## config.mk

```make
export PLATFORM = sky130hd
export DESIGN_NAME = sonar_scheduler
export DESIGN_NICKNAME = d
export VERILOG_FILES = /design/src/rtl/sonar_scheduler.sv
export SDC_FILE = /design/constraint.sdc
export NUM_CORES = 1
export LEC_CHECK = 0
export ABC_AREA = 1
export ABC_CLOCK_PERIOD_IN_PS = 2460
export CORE_MARGIN = 8
export CORE_UTILIZATION = 25
export DETAILED_ROUTE_END_ITERATION = 8
export GPL_TIMING_DRIVEN = 0
export PLACE_DENSITY_LB_ADDON = 0.1
export SLEW_MARGIN = 20
export SYNTH_ARGS = -nofsm -noshare
export SYNTH_HDL_FRONTEND = slang
export SYNTH_SLANG_ARGS = --single-unit
```

## constraint.sdc

```tcl
create_clock -name clk -period 2.46 [get_ports clk]
set_input_delay 0.738 -clock clk [delete_from_list [all_inputs] [get_ports clk]]
set_output_delay 0.738 -clock clk [all_outputs]
set_load 0.01 [all_outputs]
```

## src/rtl/sonar_scheduler.sv

```systemverilog
// Round-robin sonar firing scheduler: fires each enabled channel in turn, latches its distance, then waits a guard gap.
// Optional ready watchdog enabled by defining SONAR_SCHED_TIMEOUT_EN.
module sonar_scheduler #(
    parameter int freq           = 50_000_000,
    parameter int N_SONARS       = 4,
    parameter int GUARD_CYCLES   = freq / 50,
    parameter int TIMEOUT_CYCLES = freq / 10
) (
    input  logic                  clk,
    input  logic                  rst,
    input  logic                  start,
    input  logic                  continuous,
    input  logic [N_SONARS-1:0]   chan_mask,
    output logic [N_SONARS-1:0]   measure,
    input  logic [N_SONARS-1:0]   sonar_ready,
    input  logic [8*N_SONARS-1:0] sonar_dist,
    output logic [8*N_SONARS-1:0] distances,
    output logic [N_SONARS-1:0]   valid,
    output logic                  busy,
    output logic                  frame_done
);
    localparam int CH_W = (N_SONARS > 1) ? $clog2(N_SONARS) : 1;
    localparam logic [31:0] GUARD_LAST = 32'(GUARD_CYCLES - 1);
`ifdef SONAR_SCHED_TIMEOUT_EN
    localparam logic [31:0] TIMEOUT_LAST = 32'(TIMEOUT_CYCLES - 1);
`endif

    if (freq < 1 || N_SONARS < 1 || N_SONARS > 8 || GUARD_CYCLES < 1 || TIMEOUT_CYCLES < 1) begin : g_bad_cfg
        $error("sonar_scheduler: parameter out of range");
    end

    typedef enum logic [2:0] {IDLE, FIRE, WAIT_READY, GUARD, DONE} state_t;

    state_t              state;
    logic [N_SONARS-1:0] mask_q;
    logic [N_SONARS-1:0] ready_q;
    logic [CH_W-1:0]     ch;
    logic [31:0]         cnt;
    logic                ready_edge;
    logic [CH_W:0]       first_ch;
    logic [CH_W:0]       next_ch;

    // Returns {found, index} of the lowest set bit of m at or above position from.
    function automatic logic [CH_W:0] find_chan(input logic [N_SONARS-1:0] m, input int from);
        find_chan = '0;
        for (int i = N_SONARS - 1; i >= 0; i--) begin
            if (m[i] && i >= from) find_chan = {1'b1, i[CH_W-1:0]};
        end
    endfunction

    assign ready_edge = sonar_ready[ch] & ~ready_q[ch];
    assign first_ch   = find_chan(chan_mask, 0);
    assign next_ch    = find_chan(mask_q, int'(ch) + 1);

    always_ff @(posedge clk) begin
        if (rst) begin
            state      <= IDLE;
            mask_q     <= '0;
            ready_q    <= '0;
            ch         <= '0;
            cnt        <= '0;
            measure    <= '0;
            distances  <= '0;
            valid      <= '0;
            busy       <= 1'b0;
            frame_done <= 1'b0;
        end else begin
            ready_q    <= sonar_ready;
            measure    <= '0;
            frame_done <= 1'b0;
            case (state)
                IDLE: begin
                    if (start || continuous) begin
                        mask_q <= chan_mask;
                        valid  <= '0;
                        busy   <= 1'b1;
                        if (first_ch[CH_W]) begin
                            ch    <= first_ch[CH_W-1:0];
                            state <= FIRE;
                        end else begin
                            state <= DONE;
                        end
                    end
                end
                FIRE: begin
                    measure[ch] <= 1'b1;
                    cnt         <= '0;
                    state       <= WAIT_READY;
                end
                WAIT_READY: begin
                    // Only a fresh rising edge counts; a level left high by the driver is stale.
                    if (ready_edge) begin
                        distances[8*ch +: 8] <= sonar_dist[8*ch +: 8];
                        valid[ch]            <= 1'b1;
                        cnt                  <= '0;
                        state                <= GUARD;
                    end
`ifdef SONAR_SCHED_TIMEOUT_EN
                    else if (cnt == TIMEOUT_LAST) begin
                        distances[8*ch +: 8] <= 8'hFF;
                        valid[ch]            <= 1'b0;
                        cnt                  <= '0;
                        state                <= GUARD;
                    end else begin
                        cnt <= cnt + 32'd1;
                    end
`endif
                end
                GUARD: begin
                    if (cnt == GUARD_LAST) begin
                        cnt <= '0;
                        if (next_ch[CH_W]) begin
                            ch    <= next_ch[CH_W-1:0];
                            state <= FIRE;
                        end else begin
                            state <= DONE;
                        end
                    end else begin
                        cnt <= cnt + 32'd1;
                    end
                end
                DONE: begin
                    frame_done <= 1'b1;
                    busy       <= 1'b0;
                    state      <= IDLE;
                end
                default: state <= IDLE;
            endcase
        end
    end
endmodule

```

# After elaboration in Yosys (flattened, before gate mapping)
# Cells that the tools add are included.
word_totals:
  inputBits: 44
  reg_bits: 87
  out_inout_bits: 42
op_classes:
  reduce_logical: 19
  muxes: 35
  add_sub_neg: 3
  shifts: 3
  n_bitwise: 4
  magnitude_cmp: 6
  eq_ne: 10
ops:
  columns: ["op", "n"]
  rows:
  - ["$pmux 32 s3", 1]
  - ["$mux 32", 2]
  - ["$mux 3", 13]
  - ["$neg 5->34", 1]
  - ["$shift 8x34->32 const A", 1]
  - ["$shiftx 8x34->32", 1]
  - ["$add 32x1->32 const B", 1]
  - ["$bwmux 32", 1]
  - ["$eq 32x20->1 const B", 1]
  - ["$shiftx 32x6->8", 1]
  - ["$pmux 3 s4", 1]
  - ["$ne 2x2->1 const B", 5]
  - ["$mux 2", 4]
  - ["$mux 4", 2]
  - ["$pmux 4 s2", 1]
  - ["$reduce_and 2->1", 4]
  - ["$eq 3x2->1 const B", 2]
  - ["$ge 1x3->1 const A", 2]
  - ["$ge 2x3->1 const A", 2]
  - ["$reduce_and 3->1", 2]
  - ["$reduce_bool 2->1", 3]
  - ["$logic_and 1x1->1", 5]
  - ["$mux 1", 5]
  - ["$reduce_and 5->1", 1]
  - ["other kinds (16)", 18]

# Logic depth before layout (Yosys ltp)
# Gate-level depths: netlist of run 1.
depth:
  word_depth: 10
  mapped_depth: 13
  ltp_nobuf: 12

# Worst setup path after synthesis of run 1
# No wires, ideal clock.
synth_timing:
  kind: "register to register"
  from: "register ch[0]"
  to: "register distances[0]"
  required_time_ps: 2395
  t_arrival_ps: 1689
  setup_slack_ps: 706
  stages_incl_launch_ff: 9
  cell_sequence: "dfxtp_1 > inv_1 > buf_2 > ha_1 > inv_1 > nand3_1 > nor2_1 > o21ai_0 > nor2_1"
synth_via:
  elab_chain_len: 5
  word_cells_on_any_way: 12
  cone_classes: "add/sub (1); shift (3); mux (5); bitwise (2); reduce/logical (1)"
synth_lines:
  columns: ["item", "line_no", "source"]
  rows:
  - ["start: declaration", "37", "logic [CH_W-1:0] ch;"]
  - ["start signal: assignment", "78", "ch <= first_ch[CH_W-1:0];"]
  - ["start signal: assignment", "113", "ch <= next_ch[CH_W-1:0];"]
  - ["parallel branches: the longest is 5 deep, another holds $shiftx 8x34->32", null, null]
  - ["end signal: indexed assignment", "93", "distances[8*ch +: 8] <= sonar_dist[8*ch +: 8];"]
  - ["end: declaration", "17", "output logic [8*N_SONARS-1:0] distances,"]
# Parallel ways; which one is timed is not known. The select of a mux whose other input is x is not followed.
# A chain may end at the register's enable or synchronous reset.

# Final worst setup path of run 1
layout_timing:
  from: "register ch[0]"
  to: "register distances[24]"
# Same word-level chain as after synthesis.

==> results of run 1 <==
cell families after synthesis:
group | after synthesis
AO/OA/AOI/OAI | 116
flip-flops | 87
XOR/XNOR | 2
AND/OR/NAND/NOR | 457
buffers and inverters | 90
adder cells (fa/ha/maj) | 9
metal layers:
| metal | routed length (um) | part of all wire | vias up |
|---|---|---|---|
| li1 | - | - | 2665 |
| met5 | 0 | 0 | - |
| met4 | 240 | 0.014 | 0 |
| met2 | 7810 | 0.45 | 98 |
| met3 | 997 | 0.058 | 14 |
| met1 | 8160 | 0.47 | 2273 |
critical path: stages (launching register included):
cell and delay (ns):
dfxtp_1 0.47, inv_1 0.17, buf_2 0.25, ha_1 0.25
clkbuf_1 0.23, nor2_1 0.27, nand2_1 0.09, o21ai_0 0.24
o21ai_0 0.12, nor2_1 0.08
Yosys cell counts, types with 3 or more instances:
library cell  number  area share
nor2_1           129        0.10
nand4_1           20       0.026
a21oi_1           48       0.050
buf_6              3      0.0070
dfxtp_1           87        0.36
buf_2              8      0.0083
o21bai_1           3      0.0047
clkbuf_1           8      0.0062
inv_1             63       0.049
nand2_1          213        0.17
nor3_1            20       0.021
o21ai_0           57       0.059
buf_1              4      0.0031
nand3_2            4      0.0083
nor2_4             4      0.0093
nand3b_1           4      0.0062
nand3_1           55       0.057
ha_1               9       0.023
cells in the final DEF, fill, tap and decap left out, types with 20 or more instances in the layout:
| cell | count |
|---|---|
| a21oi_1 | 48 |
| clkdlybuf4s50_1 | 85 |
| dfxtp_1 | 87 |
| inv_1 | 62 |
| nand2_1 | 213 |
| nand3_1 | 54 |
| nand4_1 | 20 |
| nor2_1 | 129 |
| nor3_1 | 20 |
| o21ai_0 | 57 |
worst max-delay path by stage:
stage / startpoint / slack (ns) / end
after floorplan: ch[0] / 0.71 / distances[0]
after global placement: rst / -0.23 / distances[30]
after detailed placement: rst / -0.23 / distances[28]
after CTS: ch[0] / 0.11 / distances[2]
after global routing: ch[0] / 0.004 / ch[0]
final: ch[0] / 0.23 / distances[24]
sequential cells by signal, summed over array words and instances, names as in the netlist:
signal,count
busy,1
ch,2
cnt,32
distances,32
frame_done,1
mask_q,4
measure,4
ready_q,4
state,3
valid,4
power by group:
| part | switching [mW] | internal (mW) | leakage, nW |
|---|---|---|---|
| clock | 0.613 | 0.992 | 0.159 |
| combinational | 1.20 | 0.618 | 1.45 |
| sequential | 0.0935 | 1.54 | 0.705 |
| total | 1.90 | 3.15 | 2.32 |
area by class of cell:
| type | count | area, sq um |
|---|---|---|
| buffer | 25 | 134 |
| tap | 265 | 332 |
| clock inverter | 5 | 106 |
| multi-input combinational | 584 | 2720 |
| fill | 2169 | 12900 |
| sequential | 87 | 1740 |
| timing repair buffer | 85 | 851 |
| inverter | 65 | 244 |
| clock buffer | 10 | 229 |
timing repair:
action,CTS,global route
hold buffers,0,0
gates resized for setup,0,2
endpoints found under the setup margin,0,11
stage by stage:
step / hold WS (ns) / utilization / cells / total power, mW / TNS (ns)
finish: 0.454 / 0.331 / 1126 / 5.05 / 0
global route: 0.470 / 0.331 / 1126 / 5.39 / 0
CTS: 0.461 / 0.330 / 1126 / 5.11 / 0
detailed placement: 0.452 / 0.313 / 1111 / 3.49 / -6.88
global placement: 0.446 / 0.313 / 1111 / 3.50 / -6.07
floorplan: 0.424 / - / 761 / 2.82 / 0
==> results.md, run 1 <==
- Avg Cell Area, Syn: 6.35 sq um
- Latest clock arrival within the worst-skew pair: 0.35 ns
- DIE HEIGHT: 155 um
- Hold path start: mask_q[1]
- Flip-flop and latch count after synthesis: 87
- Critical Path AT: 2.52 ns
- DRT Pass-1 Iters: 5
- # port buffers: 85
- Htree depth: 3
- Max_slew headroom: 0.568
- Pre-CTS WS: -0.230 ns
- Layout Skew: 0.00884 ns
- Worst Path Max Fanout: 13
- Final Cycle Share: 0.908
- Worst Hold Path Cells: 2
- Achievable frequency: 0.448 GHz
- Ratio of cells with drive above 1 in the final layout: 0.0569
- Endpoint of the worst hold path: mask_q[1]
- Gp weighted congestion: 0.876
- Seq/Total Area, Yosys: 0.361
- DR vias/cell: 4.48
- Met3 Usage GRT: 0.0472
- Core box area: 19200 sq um
- Layout net count: 910
- Path depth of the worst reg2reg path: 9
- Flop-to-flop setup slack: 0.23 ns
- Startpoint types: flop
- Ant diodes: 0
- # clock sinks: 87
- GR Util All Layers: 0.146
- # Post-CTS Setup Buffers: 0
- Critical Path Sink Type: flop
- Hold Vio Cnt, Final: 0
- Number of global-route vias before repair: 5067
- Status: completed
- GR Layer Usage met1: 0.182
- Final Cell Area: 6350 sq um
- Cell area after synthesis: 4830 sq um
- Mux cell area share after synthesis: 0
- Initial Utilization: 0.251
- Initial detailed-routing violation count: 329
- Worst slew pin tran: 0.649 ns
- Reg2reg end: distances[24]
- Register clock-pin slew on the reported worst setup and hold paths: 0.06 ns
- Dpl hpwl: 13600 um
- Layout Area Growth over Synthesis: 31.5%
- Final setup violation count: 0
- WP data required: 2.74 ns
- Die area: 24000 sq um
- Post-synthesis xor/xnor area fraction: 0.00363
- Static Leak: 2.32 nW
- Most used routing layer: met2
- Mapped Nets: 814
- Distinct cells, synth: 33
- Worst Hold Class: reg2reg
- IO Count: 86
- Die width: 155 um
- Adder-cell share of the synthesized area: 0.0233
- Synth Flop Type: dfxtp_1
- Worst reg2reg startpoint: ch[0]
- Rows: 51
- Post-synth EDFFs: 0
- CTS tree: built
- Max Buffers Root-to-Sink: 2
- Compound-Gate Fraction of Synth Area: 0.125
- Largest family of logic cells by synthesized area: simple AND/OR/NAND/NOR gates
- Met2 Track Usage GR: 0.237
- Worst VDD drop: 0.364 mV
- Largest net degree at the start of global routing: 15
- Setup ws final: 0.226 ns
- Area post-placement: 6010 sq um
- DRC Markers: 0
- First-pass GRT wire length: 27500 um
- Via count: 5050
- Max Cap Viol: 0
- WL/cell: 15.3 um
- Antenna Nets Post-Route: 0
- Clock tree root driver cell: clkbuf_16
- Post-synth ARST share: 0
- Grt ovf: 0
- TritonCTS buffer count: 9
- Total routed wirelength: 17200 um
- RSZ-0062 raised after global routing: false
- Kind of critical path: reg2reg
- Initial antenna violation count: 0
- Slew Viols, Final: 0
- Mapped Cells: 761
- Minimum period implied by the final worst setup slack: 2.23 ns
- Ys Warns: 0
- PwrDens: 795 nW/um^2
- Simple-gate share of the synthesized area: 0.409
No activity file was read; power rests on OpenSTA's default activity.
==> run 2: changes to the inputs <==
--- a/config.mk
+++ b/config.mk
@@ -7,6 +7,7 @@
 export LEC_CHECK = 0
 export ABC_AREA = 1
 export ABC_CLOCK_PERIOD_IN_PS = 2460
+export CORE_ASPECT_RATIO = 1.75
 export CORE_MARGIN = 8
 export CORE_UTILIZATION = 25
 export DETAILED_ROUTE_END_ITERATION = 8
==> results.md, run 2 (synthesized netlist as in run 1, its figures left out) <==
- Status: completed
- Rows: 67
- Final Cell Area: 6260 sq um
- # placed instances: 1087
- Max_slew headroom: 0.587
- Die width: 121 um
- Startpoint types: flop
- Slew Viols, Final: 0
- Initial detailed-routing violation count: 191
- GR Util All Layers: 0.160
- Slowest stage cell, crit path: dfxtp_1
- Dpl hpwl: 15500 um
- CTS tree: built
- Crit path from: ch[0]
- IO Count: 86
- Commonest non-fill, non-tap cell in the layout: nand2_1
- Top cell by count, worst path: nor2_1
- Top Registers: cnt: 32 flops, distances: 32 flops
- WL/cell: 17.2 um
- Gp weighted congestion: 0.894
- Worst slew pin tran: 0.620 ns
- Worst reg2reg startpoint: ch[0]
- Worst stage delay on the critical path: 0.46 ns
- Worst Path Max Fanout: 13
- WP data required: 2.71 ns
- Largest net degree at the start of global routing: 15
- DIE HEIGHT: 200 um
- Layout net count: 910
- CP cell instances: inv_1 -> buf_2 -> ha_1 -> inv_2 -> nand2_1 -> a21oi_1 -> nand3_1 -> o21bai_1 -> nor2_1 -> nor2_1 -> nor2_1
- Hold path start: distances[23]
- Worst Hold Class: reg2reg
- # Post-CTS Setup Buffers: 0
- Initial antenna violation count: 0
- DR vias/cell: 4.68
- Pwr Total: 4.81 mW
- Final Cycle Share: 0.900
- Antenna Nets Post-Route: 0
- DRC Markers: 0
- Static Leak: 2.29 nW
- # port buffers: 85
- # clock sinks: 87
- Number of global-route vias before repair: 5452
- Layout Skew: 0.00987 ns
- Critical Path Sink Type: flop
- Ant diodes: 0
- Core box area: 19000 sq um
- Max Cap Viol: 0
- Max Buffers Root-to-Sink: 2
- Ratio of cells with drive above 1 in the final layout: 0.0603
- Via count: 5165
- Htree depth: 3
- Fin cells: 1103
- Die area: 24200 sq um
- DRT Pass-1 Iters: 5
- Clock tree root driver cell: clkbuf_16
- Worst hold slack: 0.458 ns
- Most frequent cells in the layout: nand2_1, nor2_1, dfxtp_1
- Initial Utilization: 0.254
- Hold Vio Cnt, Final: 0
- Area post-placement: 5980 sq um
- First-pass GRT wire length: 29100 um
- Achievable frequency: 0.452 GHz
- Layout Area Growth over Synthesis: 29.7%
- Register clock-pin slew on the reported worst setup and hold paths: 0.07 ns
- PwrDens: 767 nW/um^2
- Total routed wirelength: 18900 um
- Grt ovf: 0
- Final setup violation count: 0
- Critical Path AT: 2.46 ns
- Kind of critical path: reg2reg
- RSZ-0062 raised after global routing: false
- Worst VDD drop: 0.404 mV
- Fillers: 2132
- TritonCTS buffer count: 9
- Final core occ: 0.329
- Latest clock arrival within the worst-skew pair: 0.35 ns
- Minimum period implied by the final worst setup slack: 2.21 ns
[run 2: routing by layer]
layer | share of wire | track usage | up-vias | routed length [um]
met5 | 0 | 0 | - | 0
met4 | 0.052 | 0.115 | 0 | 985
met3 | 0.035 | 0.0307 | 41 | 655
met2 | 0.57 | 0.316 | 108 | 10900
met1 | 0.34 | 0.137 | 2357 | 6430
li1 | - | - | 2659 | -
[run 2: cell type report]
type                    count  area, sq um  area share
plain buffers              25          135      0.0216
clock buffers              11          243      0.0387
clock inverters             5         33.8     0.00539
inverters                  65          244      0.0389
multi-input cells         584         2720       0.433
flip-flops and latches     87         1740       0.278
well taps                 241          302      0.0481
repair buffers             85          851       0.136
[run 2: stage by stage]
| stage | worst slack (ns) | setup TNS (ns) |
|---|---|---|
| 2_1_floorplan | 0.706 | 0 |
| 3_3_place_gp | -0.124 | -2.88 |
| 3_5_place_dp | -0.139 | -2.98 |
| 4_1_cts | 0.0794 | 0 |
| 5_1_grt | 0.0500 | 0 |
| 6_report | 0.246 | 0 |
[run 2: worst paths after layout]
path,endpoint,slack (ns),depth (start not counted)
max,ch[0],0.25,11
min reg2reg,distances[23],0.46,2
min,distances[23],0.46,2
max reg2reg,ch[0],0.25,11
[run 2: worst max-delay path, delay by kind of cell (launching register included)]
kind | cells | cell delay [ns]
compound gates | 2 | 0.32
fa+ha+maj | 1 | 0.25
buf+inv | 3 | 0.62
simple gates | 5 | 0.44
flops | 1 | 0.46
[run 2: report_power, final]
group	internal [mW]	total, mW	leakage [nW]	switching, mW
Combinational	0.619	1.85	1.46	1.23
Clock	0.712	1.32	0.132	0.610
Sequential	1.54	1.64	0.705	0.0995
Total	2.87	4.81	2.29	1.94
[run 2: what timing repair did]
action                     in CTS  in global routing
resized for setup               1                  3
hold buffers                    0                  0
setup endpoints to repair       8                 10
pin swaps                       0                  0
==> run 3: changes to the inputs <==
--- a/config.mk
+++ b/config.mk
@@ -13,7 +13,6 @@
 export DETAILED_ROUTE_END_ITERATION = 8
 export GPL_TIMING_DRIVEN = 0
 export PLACE_DENSITY_LB_ADDON = 0.1
-export SLEW_MARGIN = 20
 export SYNTH_ARGS = -nofsm -noshare
 export SYNTH_HDL_FRONTEND = slang
 export SYNTH_SLANG_ARGS = --single-unit
==> results of run 3 <==
No change in the layout: final DEF, timing and power equal those of run 2.
